<file path="src/rtl/muldiv_sequencer.sv">
// Iterative signed multiply/divide engine: shift-add multiply and restoring divide over
// WIDTH cycles on magnitudes, with sign fix-up and the architectural Hi/Lo registers.
module muldiv_sequencer #(
  parameter int WIDTH = 32
) (
  input  logic             clock,
  input  logic             reset,
  input  logic             start,
  input  logic             op,
  input  logic [WIDTH-1:0] MultA,
  input  logic [WIDTH-1:0] MultB,
  output logic             busy,
  output logic             done,
  output logic             div_zero,
  output logic [WIDTH-1:0] Hi,
  output logic [WIDTH-1:0] Lo
);

  localparam int CNT_W = (WIDTH > 1) ? $clog2(WIDTH) : 1;

  typedef enum logic [1:0] {IDLE, RUN, FIX, DONE} state_t;

  state_t             state, stateNext;
  logic [CNT_W-1:0]   count;
  logic               opDiv, signA, signB, divZeroFlag;
  logic [WIDTH-1:0]   opA, opB;
  logic [2*WIDTH-1:0] acc;

  function automatic logic [WIDTH-1:0] absVal(input logic signed [WIDTH-1:0] x);
    return x[WIDTH-1] ? -x : x;
  endfunction

  function automatic logic [WIDTH-1:0] negW(input logic signed [WIDTH-1:0] x);
    return -x;
  endfunction

  function automatic logic [2*WIDTH-1:0] neg2W(input logic signed [2*WIDTH-1:0] x);
    return -x;
  endfunction

  logic accept, isDivZero;
  assign accept    = start && ((state == IDLE) || (state == DONE));
  assign isDivZero = op && (MultB == '0);

  always_ff @(posedge clock) begin
    if (reset) state <= IDLE;
    else       state <= stateNext;
  end

  always_comb begin
    stateNext = state;
    busy      = 1'b0;
    done      = 1'b0;
    div_zero  = 1'b0;
    case (state)
      IDLE, DONE: begin
        done     = (state == DONE);
        div_zero = (state == DONE) && divZeroFlag;
        if (start) stateNext = isDivZero ? DONE : RUN;
        else       stateNext = IDLE;
      end
      RUN: begin
        busy = 1'b1;
        if (count == '0) stateNext = FIX;
      end
      FIX: begin
        busy      = 1'b1;
        stateNext = DONE;
      end
      default: stateNext = IDLE;
    endcase
  end

  // Multiply step: conditional add into the upper half, then shift right with the carry.
  logic [WIDTH-1:0]   addend;
  logic [WIDTH:0]     mulSum;
  logic [2*WIDTH-1:0] mulNext;
  assign addend  = opB[0] ? opA : '0;
  assign mulSum  = {1'b0, acc[2*WIDTH-1:WIDTH]} + {1'b0, addend};
  assign mulNext = {mulSum, acc[WIDTH-1:1]};

  // Divide step: dividend bits enter from the top of opA; a negative trial means restore.
  logic [WIDTH:0]     remShift;
  logic [WIDTH+1:0]   trial;
  logic [2*WIDTH-1:0] divNext;
  assign remShift = {acc[2*WIDTH-1:WIDTH], opA[WIDTH-1]};
  assign trial    = {1'b0, remShift} - {2'b00, opB};
  assign divNext  = trial[WIDTH+1] ? {remShift[WIDTH-1:0], acc[WIDTH-2:0], 1'b0}
                                   : {trial[WIDTH-1:0], acc[WIDTH-2:0], 1'b1};

  logic [2*WIDTH-1:0] prodFinal;
  logic [WIDTH-1:0]   quotFinal, remFinal;
  assign prodFinal = (signA ^ signB) ? neg2W(acc) : acc;
  assign quotFinal = (signA ^ signB) ? negW(acc[WIDTH-1:0]) : acc[WIDTH-1:0];
  assign remFinal  = signA ? negW(acc[2*WIDTH-1:WIDTH]) : acc[2*WIDTH-1:WIDTH];

  always_ff @(posedge clock) begin
    if (reset) begin
      count       <= '0;
      acc         <= '0;
      opA         <= '0;
      opB         <= '0;
      opDiv       <= 1'b0;
      signA       <= 1'b0;
      signB       <= 1'b0;
      divZeroFlag <= 1'b0;
      Hi          <= '0;
      Lo          <= '0;
    end else begin
      divZeroFlag <= accept && isDivZero;
      if (accept && !isDivZero) begin
        signA <= MultA[WIDTH-1];
        signB <= MultB[WIDTH-1];
        opDiv <= op;
        opA   <= absVal(MultA);
        opB   <= absVal(MultB);
        acc   <= '0;
        count <= CNT_W'(WIDTH - 1);
      end else if (state == RUN) begin
        if (count != '0) count <= count - CNT_W'(1);
        if (opDiv) begin
          acc <= divNext;
          opA <= {opA[WIDTH-2:0], 1'b0};
        end else begin
          acc <= mulNext;
          opB <= {1'b0, opB[WIDTH-1:1]};
        end
      end else if (state == FIX) begin
        if (opDiv) begin
          Hi <= remFinal;
          Lo <= quotFinal;
        end else begin
          Hi <= prodFinal[2*WIDTH-1:WIDTH];
          Lo <= prodFinal[WIDTH-1:0];
        end
      end
    end
  end

endmodule

</file>
<file path="config.mk">
export PLATFORM = sky130hd
export DESIGN_NAME = muldiv_sequencer
export DESIGN_NICKNAME = d
export VERILOG_FILES = /design/src/rtl/muldiv_sequencer.sv
export SDC_FILE = /design/constraint.sdc
export NUM_CORES = 1
export LEC_CHECK = 0
export BUFFER_PORTS_ARGS = -buffer_cell sky130_fd_sc_hd__buf_2
export CAP_MARGIN = 25
export CORE_MARGIN = 2
export CORE_UTILIZATION = 35
export CTS_BUF_LIST = sky130_fd_sc_hd__clkbuf_4
export DETAILED_ROUTE_END_ITERATION = 8
export HOLD_SLACK_MARGIN = 0.15
export PLACE_DENSITY_LB_ADDON = 0.25
export REMOVE_ABC_BUFFERS = 1
export SLEW_MARGIN = 10
export SYNTH_ARGS = -nofsm -noshare
export SYNTH_HDL_FRONTEND = slang
export SYNTH_SLANG_ARGS = --single-unit
</file>
<file path="constraint.sdc">
create_clock -name clock -period 7.35 [get_ports clock]
set_input_delay 2.205 -clock clock [delete_from_list [all_inputs] [get_ports clock]]
set_output_delay 2.205 -clock clock [all_outputs]
set_load 0.005 [all_outputs]
</file>
==> results of run 1 <==
[report_power, final]
group | leakage, nW | switching (W) | total [W] | internal [W]
clock | 0.486 | 0.000538 | 0.00116 | 0.000620
combinational | 4.65 | 0.00201 | 0.00323 | 0.00122
sequential | 1.66 | 0.000297 | 0.00168 | 0.00139
[per-stage QoR]
stage | utilization | power (W)
2_1_floorplan | - | 0.00392
3_3_place_gp | 0.378 | 0.00484
3_5_place_dp | 0.379 | 0.00488
4_1_cts | 0.398 | 0.00608
5_1_grt | 0.399 | 0.00660
6_report | 0.399 | 0.00607
[flip-flops by register name, summed over array words and instances, names as in the netlist]
register	flops
opA	32
acc	64
divZeroFlag	1
state	2
signA	1
Lo	32
count	5
signB	1
opDiv	1
opB	32
Hi	32
[synthesized netlist by cell type (7+ instances only)]
library cell  instances  area share
nor2_1              239       0.060
dfxtp_1             203        0.27
nand2_1             160       0.040
a211oi_1            141       0.071
clkbuf_1            127       0.032
a21oi_1             122       0.041
xnor2_1             104       0.061
o21ai_0              84       0.028
ha_1                 74       0.062
inv_1                72       0.018
xor2_1               65       0.038
nand3_1              52       0.017
mux2i_1              45       0.030
nor3_1               45       0.015
and2_1               40       0.017
a311oi_1             35       0.020
a21o_1               29       0.015
o31ai_1              26       0.013
or3_1                22      0.0092
nand4_1              18      0.0075
nor4_1               18      0.0075
a31oi_1              16      0.0067
o41ai_1              14      0.0082
nand2b_1             13      0.0054
buf_2                12      0.0040
o211ai_1             12      0.0060
or4_1                11      0.0055
nor2b_1              10      0.0042
o21bai_1             10      0.0050
o21a_1                9      0.0045
and3_1                8      0.0033
nor3b_1               8      0.0040
o221ai_1              8      0.0047
and4_1                7      0.0041
mux2_2                7      0.0053
[cell type report]
| cell class | instances | area, um2 | area share |
|---|---|---|---|
| clock inverters | 25 | 154 | 0.00916 |
| multi-input cells | 1540 | 10100 | 0.604 |
| well taps | 539 | 674 | 0.0401 |
| inverters | 72 | 270 | 0.0161 |
| repair buffers | 151 | 822 | 0.0489 |
| flip-flops and latches | 203 | 4070 | 0.242 |
| clock buffers | 88 | 661 | 0.0393 |
| diodes | 1 | 2.50 | 0.000149 |
[placed cells by master, fill, tap and decap left out, types with 65 or more instances in the layout]
| master | count |
|---|---|
| a21oi_1 | 122 |
| nand2_1 | 160 |
| nor2_1 | 237 |
| inv_1 | 72 |
| clkbuf_4 | 88 |
| dfxtp_1 | 202 |
| ha_1 | 73 |
| o21ai_0 | 84 |
| buf_2 | 133 |
| xor2_1 | 65 |
| a211oi_1 | 141 |
| xnor2_1 | 104 |
[logic make-up (layout without fill, tap and decap cells)]
logic type	Yosys count	in the layout
AND/OR/NAND/NOR	671	671
flip-flops	203	203
multiplexers	52	52
buffers and inverters	217	336
other	0	1
adder cells (fa/ha/maj)	76	76
AO/OA/AOI/OAI	572	572
XOR/XNOR	169	169
[per-layer routing]
metal / GRT usage / vias to the layer above / part of all wire
met5: 0 / - / 0
li1: - / 7333 / -
met1: 0.272 / 6951 / 0.44
met2: 0.362 / 414 / 0.46
met4: 0.0879 / 0 / 0.034
met3: 0.0419 / 119 / 0.059
[worst max-delay path, stage by stage]
cell and delay, ps:
buf_2 130, or4_4 560, or4_4 570, nor4_4 310
a31o_2 370, and3_4 590, buf_4 510, nor2_1 90
a211oi_1 230
[worst paths after layout]
path                   startpoint                    to  cells past startpoint
max                     MultB[17]   Lo[26]$_SDFFE_PP0P_                      9
min           Hi[18]$_SDFFE_PP0P_   Hi[18]$_SDFFE_PP0P_                      2
max reg2reg  acc[45]$_SDFFE_PP0P_  acc[33]$_SDFFE_PP0P_                     10
min reg2reg   Hi[18]$_SDFFE_PP0P_   Hi[18]$_SDFFE_PP0P_                      2
==> results.yml, run 1 <==
status:
  status: "complete, no violations"
sta:
  timing.final.crit_period_ps: 4930
  fmax_mhz: 203
  worst_slack_ps: 2420
  slew_headroom: 0.304
  period_share: 0.671
  clock_skew_ps: 46.5
  setup_violations: 0
  hold_violations: 0
  fin_tns_setup_ps: 0
  rsz0062_at_grt: "false"
  fin_hold_ws_ps: 465
  worst_slew_pin_slew_ps: 1040
  finalMaxSlewViolations: 0
synthesis:
  synth_compound_area_frac: 0.263
  async_flop_share: 0
  synth-edff-count: 0
  synthAdderAreaFrac: 0.0644
  ys.flop_type: "dfxtp_1"
  synth-simple-area-share: 0.212
  synth_xor_area_frac: 0.0987
  muxShareOfSynthArea: 0.0353
  ys_warn_count: 0
  synth_seq_area_share: 0.271
  syn-cell-area_um2: 15000
  ys_types: 68
  ys_ff_latch: 203
  synthCells: 1960
  synth_top_family_by_area: "compound AO/OA/AOI/OAI gates"
  synth_area_per_cell_um2: 7.65
clock_tree:
  clock-sinks: 203
  clk_pin_slew_worst_paths_ps: 60
  cts_buffers: 61
  cts_max_path_buffers: 3
  cts-root-buf: "clkbuf_4"
  post-cts-setup-buffers: 0
  cts_tree: "yes"
  clkLatencyLatePin_ps: 810
  ctsHoldBuffers: 0
  htreeDepth: 2
  cts_resized: 0
power:
  p_per_area_nw_per_um2: 361
  vdd_ir_drop_max_mv: 0.189
  leakage_nw: 6.79
route:
  num_vias: 14800
  viasPerCell: 5.66
  antenna_left: 0
  drtIter0Drc: 1069
  drt_pass1_iterations: 5
  drcViolationCount: 0
  drt-total-wl_mm: 48.4
  wl_per_cell_um: 18.5
run:
  max_cap_viol_count: 0
critical_path:
  critPathLaunchType: "input port"
  worstPathMaxFanout: 51
  rrSetupSlack_ps: 3150
  setup.worst_path.end_class: "register"
  critical_path_class: "input port to register"
  worstPathArrival_ps: 5600
  cp.required_ps: 8020
global_routing:
  grt_pass1_vias: 14400
  grt_pass1_wl_mm: 76.9
  grt_usage: 0.216
  antenna_found_initial: 1
  grt_max_degree: 83
  grt-ovfl-total: 0
die:
  die_area_um2: 44500
  rows: 75
  pin_count: 135
  die_width_um: 211
  core_um2: 42100
  start_util: 0.356
  die_y_um: 211
place:
  io_buffer_count: 134
  place_congestion: 0.894
  dp_hpwl_mm: 35.2
  dpl-instance-area_um2: 16000
  place_ws_ps: 1650
  dp_cells: 2503
final_layout:
  fillers: 4411
  fin_cells: 2619
  area_delta_synth_final_pct: 12.1
  post-route-cell-area_um2: 16800
  drive_gt1_frac: 0.135
  layout.nets: 2173
worst_hold_path:
  min_path_type: "register to register"
Note: power is estimated with default switching activity, not from simulation.
==> run 2: changes to the inputs <==
==> constraint.sdc (replaced) <==
create_clock -name clock -period 4.8 [get_ports clock]
set_input_delay 1.44 -clock clock [delete_from_list [all_inputs] [get_ports clock]]
set_output_delay 1.44 -clock clock [all_outputs]
set_load 0.005 [all_outputs]
==> results.yml, run 2 (synthesized netlist as in run 1, its figures left out) <==
critical_path:
  worstPathArrival_ps: 4560
  worst_r2r_startpoint: "opB[0]$_SDFFE_PP0P_"
  slowest_stage: "a2111oi_0"
  ff2ff_path_depth: 12
  rrSetupSlack_ps: 920
  r2r_end: "acc[58]$_SDFFE_PP0P_"
  setup.worst_path.end_class: "register"
  path_delay_family: "compound AO/OA/AOI/OAI gates"
  critical_path_class: "register to register"
  crit_path_max_incr_delay_ps: 560
  path_buf_inv: 1
  cp.required_ps: 5480
  worstPathMaxFanout: 29
  crit_path_cell_trace: "buf_4 -> and2_1 -> ha_1 -> a21o_1 -> a2111oi_0 -> o41a_1 -> o31ai_1 -> a21oi_1 -> o21ai_0 -> xnor2_1 -> nor3_1 -> a221o_1"
  critPathLaunchType: "register"
final_layout:
  top_register: "acc"
  largest_reg_flops: 64
  fin_cells: 2625
  area_delta_synth_final_pct: 12.4
  post-route-cell-area_um2: 16900
  fillers: 4396
  fin_util: 0.400
  mostFrequentLayoutCell: "nor2_1"
  drive_gt1_frac: 0.139
  layout_common_cells: "nor2_1, dfxtp_1, nand2_1"
  layout.nets: 2191
route:
  drt-total-wl_mm: 47.8
  drcViolationCount: 0
  viasPerCell: 5.66
  wl_per_cell_um: 18.2
  antenna_left: 0
  drt_pass1_iterations: 5
  num_vias: 14800
  drtIter0Drc: 1172
sta:
  timing.final.crit_period_ps: 3880
  worst_slew_pin_slew_ps: 964
  slew_headroom: 0.350
  hold_violations: 0
  setup_violations: 0
  period_share: 0.808
  rsz0062_at_grt: "false"
  finalMaxSlewViolations: 0
  fmax_mhz: 258
  clock_skew_ps: 80.8
clock_tree:
  cts_buffers: 61
  cts-root-buf: "clkbuf_4"
  ctsHoldBuffers: 0
  htreeDepth: 2
  clkLatencyLatePin_ps: 820
  cts_tree: "yes"
  cts_resized: 0
  cts_max_path_buffers: 3
  clk_pin_slew_worst_paths_ps: 60
  post-cts-setup-buffers: 0
  clock-sinks: 203
place:
  dp_hpwl_mm: 35.3
  place_congestion: 0.901
  dpl-instance-area_um2: 16100
  io_buffer_count: 134
  dp_cells: 2522
status:
  status: "complete, no violations"
worst_hold_path:
  hold_depth: 2
  hold_start: "Hi[19]$_SDFFE_PP0P_"
  min_path_type: "register to register"
  hold_end: "Hi[19]$_SDFFE_PP0P_"
die:
  die_y_um: 211
  core_um2: 42100
  rows: 75
  die_width_um: 211
  die_area_um2: 44500
  pin_count: 135
  start_util: 0.356
run:
  max_cap_viol_count: 0
power:
  vdd_ir_drop_max_mv: 0.191
  p_per_area_nw_per_um2: 544
  leakage_nw: 6.83
  power_w: 0.00917
global_routing:
  grt_usage: 0.212
  grt-ovfl-total: 0
  grt_max_degree: 82
  grt_pass1_vias: 14200
  antenna_found_initial: 1
  grt_pass1_wl_mm: 75.2
## run 2: changes by cell type in the layout (fill, tap and decap cells not counted), sizes merged
| cell | before | now |
|---|---|---|
| buf | 150 | 168 |
| clkbuf | 89 | 82 |
| clkinv | 22 | 16 |
| bufinv | 2 | 1 |
| diode | 1 | 2 |
| inv | 73 | 74 |
## run 2: layout make-up
| cell class | count | area, um2 | area share |
|---|---|---|---|
| Antenna cell | 2 | 5.00 | 0.000297 |
| Clock buffer | 81 | 608 | 0.0361 |
| Clock inverter | 19 | 110 | 0.00653 |
| Inverter | 72 | 270 | 0.0160 |
| Multi-Input combinational cell | 1540 | 10100 | 0.602 |
| Sequential cell | 203 | 4070 | 0.241 |
| Tap cell | 539 | 674 | 0.0400 |
| Timing Repair Buffer | 169 | 971 | 0.0576 |
## run 2: worst max-delay path by stage
stage                                   start                   end  depth (start not counted)
after floorplan                     MultB[17]    Hi[1]$_SDFFE_PP0P_                          7
after global placement              MultB[11]  acc[57]$_SDFFE_PP0P_                         11
after detailed placement            MultB[17]  acc[51]$_SDFFE_PP0P_                         10
after CTS                 opB[0]$_SDFFE_PP0P_  acc[58]$_SDFFE_PP0P_                         12
after global routing      opB[0]$_SDFFE_PP0P_  acc[58]$_SDFFE_PP0P_                         12
final                     opB[0]$_SDFFE_PP0P_  acc[58]$_SDFFE_PP0P_                         12
## run 2: report_power, final
part | total, W | switching, W | internal, W
clock | 0.00163 | 0.000799 | 0.000829
combinational | 0.00496 | 0.00307 | 0.00189
sequential | 0.00258 | 0.000460 | 0.00212
total | 0.00917 | 0.00433 | 0.00485
## run 2: per-layer routing
layer	vias up	track usage	routed length (um)
met3	81	0.0345	2590
met2	400	0.366	22700
met5	-	0	0
li1	7358	-	-
met1	7007	0.267	21300
met4	0	0.0758	1240
## run 2: tightest hold or removal path: cells and delay by family (launching register included)
kind	cells	cell delay (ps)
compound gates	1	50
flops	1	310
simple gates	1	50
## run 2: through the flow
step           TNS, ps  hold slack [ps]  setup slack (ps)
2_1_floorplan  -138110              442             -1580
3_3_place_gp         0              439               459
3_5_place_dp         0              444               454
4_1_cts              0              453               946
5_1_grt              0              470               653
6_report             0              451               919
==> run 3: changes to the inputs <==
==> constraint.sdc (replaced) <==
create_clock -name clock -period 3.3 [get_ports clock]
set_input_delay 0.99 -clock clock [delete_from_list [all_inputs] [get_ports clock]]
set_output_delay 0.99 -clock clock [all_outputs]
set_load 0.005 [all_outputs]
==> results.yml, run 3 (synthesized netlist as in run 1, its figures left out) <==
power:
  p_seq_frac: 0.250
  pwr-share-comb: 0.585
  vdd_ir_drop_max_mv: 0.349
  swShare: 0.454
  leakage_nw: 7.79
  switching_power_w: 0.00664
  p_per_area_nw_per_um2: 792
  internal_power_w: 0.00799
  clockPowerShare: 0.165
clock_tree:
  clkLatencyLatePin_ps: 800
  post-cts-setup-buffers: 0
  htreeDepth: 2
  cts_buffers: 60
  clock-sinks: 203
  ctsHoldBuffers: 0
  cts-root-buf: "clkbuf_4"
  clk_pin_slew_worst_paths_ps: 60
  cts_tree: "yes"
  cts_max_path_buffers: 3
die:
  core_um2: 42100
  rows: 75
  die_y_um: 211
  die_width_um: 211
  pin_count: 135
  die_area_um2: 44500
  start_util: 0.356
sta:
  fmax_mhz: 318
  period_share: 0.953
  hold_violations: 0
  finalMaxSlewViolations: 0
  slew_headroom: 0.455
  rsz0062_at_grt: "true"
  timing.final.crit_period_ps: 3140
  worst_slew_pin_slew_ps: 809
  worst_slack_ps: 156
  clock_skew_ps: 52.8
  setup_violations: 0
final_layout:
  area_delta_synth_final_pct: 23.3
  largest_reg_flops: 64
  post-route-cell-area_um2: 18500
  layout.nets: 2376
  mostFrequentLayoutCell: "nor2_1"
  drive_gt1_frac: 0.222
  layout_common_cells: "nor2_1, buf_4, dfxtp_1"
  top_register: "acc"
critical_path:
  crit_path_cell_trace: "inv_1 -> ha_1 -> fa_1 -> nand2b_1 -> a21oi_2 -> o21ai_1 -> a21oi_1 -> nor2_1 -> a221oi_1 -> xnor2_1 -> o21ai_0 -> a221o_1"
  slowest_stage: "fa_1"
  cp.required_ps: 3980
  critPathLaunchType: "register"
  critical_path_class: "register to register"
  worstPathMaxFanout: 3
  setup.worst_path.end_class: "register"
  crit_path_max_incr_delay_ps: 410
  worstPathArrival_ps: 3820
route:
  viasPerCell: 5.51
  num_vias: 15500
  drt-total-wl_mm: 49.2
  antenna_left: 0
  drtIter0Drc: 1087
  drcViolationCount: 0
  drt_pass1_iterations: 6
  wl_per_cell_um: 17.5
global_routing:
  grt_max_degree: 107
  grt-ovfl-total: 0
  antenna_found_initial: 2
  grt_pass1_vias: 15200
  grt_usage: 0.219
  grt_pass1_wl_mm: 78.3
place:
  place_ws_ps: -558
  dpl-instance-area_um2: 17600
  place_congestion: 0.928
  io_buffer_count: 134
  dp_hpwl_mm: 37.1
status:
  status: "complete, no violations"
worst_hold_path:
  min_path_type: "register to register"
run:
  max_cap_viol_count: 0
==> run 3: cell types whose count changed in the layout (fill, tap and decap cells not counted), moves of 5 or more <==
cell,change
buf_4,+180
buf_12,+5
o21ai_0,-5
o21ai_1,+5
==> run 3: per-layer routing <==
layer	GRT usage	up-vias	share of wire
met5	0	-	0.00026
met4	0.0889	2	0.037
met3	0.0364	136	0.052
met2	0.380	407	0.47
met1	0.270	7242	0.44
li1	-	7722	-
==> run 3: path summary, 6_finish.rpt <==
kind              depth (start not counted)  slack, ps                    to            startpoint
setup / recovery                         12        160  acc[58]$_SDFFE_PP0P_  opA[31]$_SDFFE_PP0P_
hold / removal                            2        460   Hi[26]$_SDFFE_PP0P_   Hi[26]$_SDFFE_PP0P_
setup reg to reg                         12        160  acc[58]$_SDFFE_PP0P_  opA[31]$_SDFFE_PP0P_
hold reg to reg                           2        460   Hi[26]$_SDFFE_PP0P_   Hi[26]$_SDFFE_PP0P_
==> run 3: timing repair <==
action                                  in CTS  in global routing
endpoints found under the setup margin       5                 35
pin swaps                                    3                  5
gates resized for setup                      5                 29
hold endpoints to repair                     0                  0
==> run 3: critical path, delay by kind of cell, from the launching register on <==
family                     cells  cell delay [ps]
AOI/OAI and AO/OA              6             1400
xor gates and xnor gates       1              190
DFF                            1              350
buffers and inverters          1              140
adders and majority gates      2              680
and+or+nand+nor                2              270
==> run 3: power groups by stage <==
stage               clock network, W  registers [W]  logic [W]
global placement                   0        0.00368    0.00826
CTS                          0.00251        0.00365    0.00841
detailed placement                 0        0.00370    0.00836
finish                       0.00242        0.00365    0.00856
floorplan                          0        0.00365    0.00508
global route                 0.00263        0.00374    0.00947
==> run 3: layout make-up <==
class	count	area [um2]
antenna	1	2.50
clock buffer	82	616
clock inverter	25	130
fill	4301	23700
inverter	72	270
multi-input combinational	1540	10300
sequential	203	4070
tap	539	674
timing repair buffer	355	2460
==> run 3: metrics by stage <==
stage,hold WS (ps),total power [W],std cells,TNS (ps),utilization
CTS,427,0.0146,2815,0,0.435
global route,441,0.0158,2817,-6.16,0.439
floorplan,442,0.00874,1815,-365700,-
finish,456,0.0146,2817,0,0.439
global placement,437,0.0119,2708,-42920,0.417
detailed placement,449,0.0121,2708,-56940,0.417
